### src/rtl/byte_demux_pkg.sv
// Shared types and constants for the byte-wide expansion-bus responder.
//   state_e  : responder FSM states
//   BE_*     : byte-enable codes, indexed [0:1] with be[0] = bits 0:7 (even),
//              be[1] = bits 8:15 (odd)
package byte_demux_pkg;

  typedef enum logic [2:0] {
    ST_IDLE,
    ST_FLUSH,
    ST_RD_WAIT,
    ST_WR_WAIT,
    ST_DONE
  } state_e;

  localparam logic [0:1] BE_WORD = 2'b11;
  localparam logic [0:1] BE_EVEN = 2'b10;
  localparam logic [0:1] BE_ODD  = 2'b01;

endpackage

### src/rtl/byte_demultiplexer.sv
// Far-end responder of the 8-bit expansion bus. Byte cycles (odd byte first,
// even second) are turned into 16-bit word accesses on a req/ack port.
// Read pairs share one word fetch, write pairs merge into one full-word
// write, and a stranded odd byte is flushed as a byte-enabled write.
//
// Ports
//   clk, reset            : clock, synchronous active-high reset
//   memen8, we8, a8, a15  : bus cycle strobe, direction, word addr, byte select
//   d8 / q8               : bus write data / registered bus read data
//   rdy8                  : bus ready (0 = wait state), combinational
//   mem_req/we/addr/be/d  : word request side, held until mem_ack
//   mem_q, mem_ack        : word read data and completion
module byte_demultiplexer
  import byte_demux_pkg::*;
(
  input  logic        clk,
  input  logic        reset,
  input  logic        memen8,
  input  logic        we8,
  input  logic [0:14] a8,
  input  logic        a15,
  input  logic [0:7]  d8,
  output logic [0:7]  q8,
  output logic        rdy8,
  output logic        mem_req,
  output logic        mem_we,
  output logic [0:14] mem_addr,
  output logic [0:1]  mem_be,
  output logic [0:15] mem_d,
  input  logic [0:15] mem_q,
  input  logic        mem_ack
);

  state_e      state_q;
  logic        memen8_q;
  logic [0:15] word_latch_q;
  logic [0:14] latch_addr_q;
  logic        rd_valid_q;
  logic        odd_pend_q;
  // Set after the flush ack: the captured access is issued next cycle, which
  // gives the one-cycle gap on mem_req between the two requests.
  logic        issue_q;

  logic        cap_we_q;
  logic        cap_odd_q;
  logic [0:14] cap_addr_q;
  logic [0:7]  cap_d_q;

  logic [0:7]  q8_q;
  logic        mem_req_q;
  logic        mem_we_q;
  logic [0:14] mem_addr_q;
  logic [0:1]  mem_be_q;
  logic [0:15] mem_d_q;

  logic        start;
  logic        need_flush;
  logic        issue;
  logic        ack;
  logic        acc_we;
  logic        acc_odd;
  logic [0:14] acc_addr;
  logic [0:7]  acc_d;
  logic        rd_hit;
  logic        wr_pair;
  state_e      state_end;

  assign start = memen8 & ~memen8_q & (state_q == ST_IDLE);

  // Only an even write to the latched word may complete a pending odd byte;
  // anything else must push it out first.
  assign need_flush = odd_pend_q & ~(we8 & ~a15 & (a8 == latch_addr_q));

  assign issue = (start & ~need_flush) | ((state_q == ST_FLUSH) & issue_q);
  assign ack   = mem_req_q & mem_ack;

  // The access being processed: live bus at start, captured copy after a flush.
  assign acc_we   = start ? we8 : cap_we_q;
  assign acc_odd  = start ? a15 : cap_odd_q;
  assign acc_addr = start ? a8  : cap_addr_q;
  assign acc_d    = start ? d8  : cap_d_q;

  assign rd_hit  = rd_valid_q & (acc_addr == latch_addr_q);
  assign wr_pair = odd_pend_q & (acc_addr == latch_addr_q);

  // If the bus cycle already ended, skip DONE and return straight to IDLE.
  assign state_end = memen8 ? ST_DONE : ST_IDLE;

  assign rdy8 = ~(start | (state_q == ST_FLUSH) | (state_q == ST_RD_WAIT) |
                  (state_q == ST_WR_WAIT));

  assign q8       = q8_q;
  assign mem_req  = mem_req_q;
  assign mem_we   = mem_we_q;
  assign mem_addr = mem_addr_q;
  assign mem_be   = mem_be_q;
  assign mem_d    = mem_d_q;

  always_ff @(posedge clk) begin
    if (reset) begin
      state_q      <= ST_IDLE;
      memen8_q     <= 1'b1;  // a cycle in flight at reset release is ignored
      word_latch_q <= '0;
      latch_addr_q <= '0;
      rd_valid_q   <= 1'b0;
      odd_pend_q   <= 1'b0;
      issue_q      <= 1'b0;
      cap_we_q     <= 1'b0;
      cap_odd_q    <= 1'b0;
      cap_addr_q   <= '0;
      cap_d_q      <= '0;
      q8_q         <= '0;
      mem_req_q    <= 1'b0;
      mem_we_q     <= 1'b0;
      mem_addr_q   <= '0;
      mem_be_q     <= '0;
      mem_d_q      <= '0;
    end else begin
      memen8_q <= memen8;

      if (start) begin
        cap_we_q   <= we8;
        cap_odd_q  <= a15;
        cap_addr_q <= a8;
        cap_d_q    <= d8;
      end

      if (issue) begin
        issue_q <= 1'b0;
        if (!acc_we) begin
          if (!acc_odd && rd_hit) begin
            // Second half of a read pair: served from the latch.
            if (memen8) q8_q <= word_latch_q[0:7];
            rd_valid_q <= 1'b0;
            state_q    <= state_end;
          end else begin
            state_q    <= ST_RD_WAIT;
            mem_req_q  <= 1'b1;
            mem_we_q   <= 1'b0;
            mem_addr_q <= acc_addr;
            mem_be_q   <= BE_WORD;
          end
        end else if (acc_odd) begin
          // Odd write is only parked; it goes out with the even byte or a flush.
          word_latch_q[8:15] <= acc_d;
          latch_addr_q       <= acc_addr;
          odd_pend_q         <= 1'b1;
          rd_valid_q         <= 1'b0;
          state_q            <= state_end;
        end else begin
          rd_valid_q <= 1'b0;
          state_q    <= ST_WR_WAIT;
          mem_req_q  <= 1'b1;
          mem_we_q   <= 1'b1;
          mem_addr_q <= acc_addr;
          if (wr_pair) begin
            mem_be_q <= BE_WORD;
            mem_d_q  <= {acc_d, word_latch_q[8:15]};
          end else begin
            mem_be_q <= BE_EVEN;
            mem_d_q  <= {acc_d, 8'h00};
          end
        end
      end else if (start) begin
        // start without issue means a flush is needed first.
        if (we8) rd_valid_q <= 1'b0;
        state_q    <= ST_FLUSH;
        issue_q    <= 1'b0;
        mem_req_q  <= 1'b1;
        mem_we_q   <= 1'b1;
        mem_addr_q <= latch_addr_q;
        mem_be_q   <= BE_ODD;
        mem_d_q    <= {8'h00, word_latch_q[8:15]};
      end else begin
        unique case (state_q)
          ST_FLUSH: begin
            if (ack) begin
              mem_req_q  <= 1'b0;
              odd_pend_q <= 1'b0;
              issue_q    <= 1'b1;
            end
          end
          ST_RD_WAIT: begin
            if (ack) begin
              mem_req_q <= 1'b0;
              if (cap_odd_q) begin
                // Latch update applies even if the bus cycle was abandoned.
                word_latch_q <= mem_q;
                latch_addr_q <= mem_addr_q;
                rd_valid_q   <= 1'b1;
                if (memen8) q8_q <= mem_q[8:15];
              end else if (memen8) begin
                q8_q <= mem_q[0:7];
              end
              state_q <= state_end;
            end
          end
          ST_WR_WAIT: begin
            if (ack) begin
              mem_req_q <= 1'b0;
              if (mem_be_q == BE_WORD) odd_pend_q <= 1'b0;
              state_q <= state_end;
            end
          end
          ST_DONE: begin
            if (!memen8) state_q <= ST_IDLE;
          end
          default: ;
        endcase
      end
    end
  end

endmodule

### config.mk
export PLATFORM = sky130hd
export DESIGN_NAME = byte_demultiplexer
export DESIGN_NICKNAME = d
export VERILOG_FILES = /design/src/rtl/byte_demux_pkg.sv /design/src/rtl/byte_demultiplexer.sv
export SDC_FILE = /design/constraint.sdc
export NUM_CORES = 1
export LEC_CHECK = 0
export CORE_UTILIZATION = 40
export DETAILED_ROUTE_END_ITERATION = 8
export SLEW_MARGIN = 20
export SYNTH_ARGS = -nofsm -noshare
export SYNTH_HDL_FRONTEND = slang
export SYNTH_SLANG_ARGS = --single-unit
export TNS_END_PERCENT = 10
### constraint.sdc
create_clock -name clk -period 4.3 [get_ports clk]
set_input_delay 0.86 -clock clk [delete_from_list [all_inputs] [get_ports clk]]
set_output_delay 0.86 -clock clk [all_outputs]
set_load 0.1 [all_outputs]
=== Yosys cells after proc, flatten, opt, wreduce, memory -nomap -nowiden ===
Cells that the tools add are included.

* Register bits after elaboration: 106
* Bits of input ports: 45
* Output and inout port bits: 44
* Word-level logic and storage cells: 169

* Equality and inequality tests: 25
* Mux-type cells: 79
* Bitwise gates (word level): 21
* Reductions and logical operators: 26

{| class="wikitable"
|+ Operator list
! kind !! number
|-
| 15-bit 2-to-1 mux || 13
|-
| 8-bit 2-to-1 mux || 19
|-
| 16-bit 2-to-1 mux || 4
|-
| 15-bit == test || 2
|-
| 1-bit 2-to-1 mux || 28
|-
| 3-bit 2-to-1 mux || 8
|-
| 3-bit inequality test (second input constant) || 6
|-
| 3-bit nonzero test || 5
|-
| 1-bit AND || 10
|-
| 2-bit 2-to-1 mux || 5
|-
| 5-bit AND reduction || 2
|-
| 3-bit AND reduction || 3
|-
| 2-bit by 1-bit inequality test with 1-bit output (second input constant) || 4
|-
| 8-bit AND reduction || 1
|-
| 2-bit nonzero test || 4
|-
| 1-bit inverter || 7
|-
| 7-bit AND reduction || 1
|-
| 3-bit by 2-bit == test with 1-bit output (second input constant) || 2
|-
| 2-bit inequality test (second input constant) || 3
|-
| 3-bit by 2-bit inequality test with 1-bit output (second input constant) || 2
|-
| 3-bit case mux with 2 select lines || 1
|-
| 6-bit AND reduction || 1
|-
| 3-bit OR reduction || 2
|-
| 4-bit by 1-bit inequality test with 1-bit output (second input constant) || 1
|-
| other kinds (14) || 17
|}

=== Logic depth before layout (Yosys ltp) ===
* Depth after elaboration: 10
* Depth in mapped cells: 11

=== Least setup slack after synthesis ===
OpenSTA, ideal clock, no wires.

* Path type: input to register
* Start point: input memen8
* End point: register word_latch_q[13] (netlist name)
* Library setup time: 70 ps
* Arrival: 2,980 ps
* Data required time: 4,230 ps
* Slack: 1,249 ps
* Cell stages on the path: 10
* Path buffers: 3
* Path through: nand2b_1 -> or4_4 -> buf_6 -> mux2i_4 -> or2_2 -> buf_2 -> o21a_1 -> buf_2 -> or3_1 -> a21oi_1

* Word-level cells in the longest chain between the ends: 6
* Elaborated cells on any way between the ends: 17
* Classes of those cells: 3 x eq/ne; 6 x mux; 4 x bitwise; 4 x reduce/logical

{| class="wikitable"
|+ Ends and longest elaborated chain
! what !! RTL line !! source
|-
| from (decl) || byte_demultiplexer.sv:18 || <nowiki>input logic memen8,</nowiki>
|-
| 1-bit AND (*) (2 in series) || byte_demultiplexer.sv:68 || <nowiki>assign start = memen8 & ~memen8_q & (state_q == ST_IDLE);</nowiki>
|-
| 1-bit AND or 8-bit 2-to-1 mux (tied branches) || n/a ||
|-
| 1-bit OR or 8-bit 2-to-1 mux (tied branches) || byte_demultiplexer.sv:74, byte_demultiplexer.sv:143 ||
|-
| 2-bit by 1-bit inequality test with 1-bit output (no line), or another cell as far along || n/a ||
|-
| 6-bit AND reduction (no line) or 8-bit 2-to-1 mux (tied branches) || n/a ||
|-
| to (signal assigned) || byte_demultiplexer.sv:188 || <nowiki>word_latch_q <= mem_q;</nowiki>
|-
| to (decl) || byte_demultiplexer.sv:36 || <nowiki>logic [0:15] word_latch_q;</nowiki>
|}

Mark *: on every way between the ends. The rest lies on a longest branch, timed or not. The select of a mux whose other input is x is not followed.
A chain may end at the register's enable or synchronous reset.

=== Final worst setup path ===
* Start point: input memen8
* End point: register mem_d_q, in the netlist mem_d[9]

* Word-level cells in the longest chain between the ends: 9
* Elaborated cells on any way between the ends: 17
* Classes of those cells: 3 x eq/ne; 7 x mux; 5 x bitwise; 2 x reduce/logical

{| class="wikitable"
|+ Ends and longest elaborated chain
! what !! RTL line !! source
|-
| 1-bit AND (*) (2 in series) || byte_demultiplexer.sv:68 ||
|-
| 15-bit 2-to-1 mux || n/a ||
|-
| 15-bit == test || byte_demultiplexer.sv:84 || <nowiki>assign wr_pair = odd_pend_q & (acc_addr == latch_addr_q);</nowiki>
|-
| 1-bit AND || byte_demultiplexer.sv:84 ||
|-
| 8-bit 2-to-1 mux || byte_demultiplexer.sv:156 || <nowiki>if (wr_pair) begin</nowiki>
|-
| 16-bit 2-to-1 mux || byte_demultiplexer.sv:143 || <nowiki>end else if (acc_odd) begin</nowiki>
|-
| 16-bit 2-to-1 mux || byte_demultiplexer.sv:130 || <nowiki>if (!acc_we) begin</nowiki>
|-
| 16-bit 2-to-1 mux || byte_demultiplexer.sv:128 || <nowiki>if (issue) begin</nowiki>
|-
| to (signal assigned) || byte_demultiplexer.sv:158 || <nowiki>mem_d_q <= {acc_d, word_latch_q[8:15]};</nowiki>
|-
| to (signal assigned) || byte_demultiplexer.sv:161 || <nowiki>mem_d_q <= {acc_d, 8'h00};</nowiki>
|-
| to (signal assigned) || byte_demultiplexer.sv:173 || <nowiki>mem_d_q <= {8'h00, word_latch_q[8:15]};</nowiki>
|-
| to (decl) || byte_demultiplexer.sv:54 || <nowiki>logic [0:15] mem_d_q;</nowiki>
|}

Marks and branches as above.

==> results.tsv <==
metric	value	unit
worstSetupPathType	in -> reg	
grt_pass1_vias	4363	
firstDrtPassIters	5	
finClkSkew	10.6	ps
drive_above_1_share	0.0731	
diodes	0	
filler_cell_count	1175	
cts_made_buffers	9	
dp_hpwl	10500	um
max_slew_margin	0.344	
report.final.slew_viol_count	0	
fin_crit_sh	0.850	
end_kind	register	
drv_cap	0	
syn_nets	635	
initial_utilization	0.414	
layout_common_cells	nand2_1 (109), dfxtp_1 (106), clkdlybuf4s50_1 (86)	
vias	4632	
r2r_slack	1350	ps
required	4600	ps
finalHoldViolCount	0	
grt_pass1_wl	23200	um
syn_to_final_growth	27.2	%
antenna_found_initial	0	
tightest_slew	980	ps
die_y	114	um
drt_iter0_drc	425	
wl	14600	um
track_usage	0.231	
grt_overflow	0	
pwr_density_cell	350	nW/um2
port-buffer-count	88	
fin_tns_setup	0	ps
max_freq	0.274	GHz
syn_area_per_cell	8.49	um2
cts_setup_buffers	0	
cp.arrival	3950	ps
synth_area	5010	um2
power	0.00223	W
fin_nets	710	
p_leak	2.37	nW
ys_ff_latch	106	
fp.dieW	114	um
ys_types	56	
syn_inst	590	
ir_drop	0.000307	V
drt-wirelength-per-cell	17.4	um
clk_pin_slew	70	ps
cts.sinks	106	
rsz0062_at_grt	false	
yosys_warnings	0	
core	12100	um2
cts_tree	done	
ctsHoldBuffers	0	
io-pin-count	89	
postCtsResizedCells	0	
grt_max_degree	49	
via_per_inst	5.53	
clockBufferDepth	2	
dieArea	13000	um2
cp_max_fo	22	
holdCritPathClass	reg -> reg	
final_common_cell	nand2_1	
num_rows	40	
ys_seq_area_frac	0.424	
critPathLaunchType	primary input	
gp_congestion	0.875	
ant_nets	0	
status	completed	
clk_latency	360	ps
htreeDepth	3	
setup_violations	0	
remaining_drc_errors	0	
period_needed	3650	ps
cts_root_buf	clkbuf_16	
through the flow:
| step | hold slack [ps] | instances | worst slack, ps | utilization | cell area, um2 |
|---|---|---|---|---|---|
| 3_5_place_dp | 446 | 822 | 269 | 0.498 | 6040 |
| 3_3_place_gp | 444 | 822 | 381 | 0.498 | 6040 |
| 2_1_floorplan | 432 | 590 | 1250 | - | 5010 |
| 5_1_grt | 478 | 838 | 463 | 0.526 | 6370 |
| 6_report | 453 | 838 | 645 | 0.526 | 6370 |
| 4_1_cts | 456 | 838 | 628 | 0.526 | 6370 |
registers in the layout, indices dropped and copies added, names as in the netlist, 2 cells and up:
name          count
cap_addr_q       15
cap_d_q           8
latch_addr_q     15
mem_addr         15
mem_be            2
mem_d            16
q8                8
state_q           3
word_latch_q     16
final cells by class:
type / count / area (um2) / share of cell area
clock inverter: 7 / 110 / 0.0173
inverter: 27 / 101 / 0.0159
multi-input combinational: 418 / 2590 / 0.407
tap: 168 / 210 / 0.0330
clock buffer: 9 / 225 / 0.0353
timing repair buffer: 103 / 1010 / 0.159
sequential: 106 / 2120 / 0.333
synthesized netlist by cell type (all sizes together):
cell type	instances	area, um2
nand2	110	415
dfxtp	106	2120
a21oi	50	250
nor2	49	184
mux2i	42	449
o211ai	31	233
inv	26	97.6
clkbuf	24	90.1
buf	15	113
a22o	14	123
xor2	13	114
nand3	12	65.1
o22ai	10	62.6
a211o	8	70.1
a22oi	8	60.1
o21ai	8	43.8
a31oi	6	52.6
a311oi	5	43.8
and2	5	31.3
nor3	5	25.0
nor4	5	37.5
a221oi	3	26.3
o21a	3	22.5
or3	3	18.8
a211oi	2	15.0
a222oi	2	20.0
a41o	2	20.0
a41oi	2	25.0
nand2b	2	12.5
nand4	2	12.5
nor3b	2	15.0
o2bb2ai	2	17.5
or2	2	12.5
a2111oi	1	8.76
a2bb2oi	1	8.76
and3	1	6.26
and4b	1	10.0
and4bb	1	12.5
clkinv	1	3.75
nand3b	1	7.51
nor2b	1	6.26
nor4b	1	23.8
o21ba	1	10.0
or4	1	11.3
worst max-delay path, cell delays in order:
cell and delay (ps):
clkdlybuf4s50_1 570, nand2b_1 130, or4_4 650, mux2i_1 230, a221oi_1 310, and4b_1 320
and4bb_2 300, a41o_1 370, a22o_1 180
routing by layer:
metal	up-vias	wire, um	global-route usage
met1	2195	7120	0.342
met4	0	105	0.0372
met5	-	0	0
li1	2244	-	-
met2	181	6250	0.344
met3	12	1090	0.0574
power by group:
part / switching (W) / internal (W) / total, W
registers: 0.0000168 / 0.000998 / 0.00101
logic: 0.000184 / 0.000110 / 0.000294
clock network: 0.000397 / 0.000522 / 0.000919
logic make-up after synthesis:
logic type,count (synthesis),share of synthesized area
xor+xnor,13,0.0227
mux,42,0.0897
flops,106,0.424
simple gates,204,0.181
buf+inv,66,0.0607
compound gates,159,0.222
final timing paths:
check	from	to	cells after the start
hold / removal	word_latch_q[15]$_SDFFE_PP0P_	word_latch_q[15]$_SDFFE_PP0P_	2
setup reg to reg	state_q[2]$_SDFFE_PP0P_	mem_d[9]$_SDFFE_PP0P_	7
setup / recovery	memen8	mem_d[9]$_SDFFE_PP0P_	9
hold reg to reg	word_latch_q[15]$_SDFFE_PP0P_	word_latch_q[15]$_SDFFE_PP0P_	2
Power figures use the tool's default switching activity.
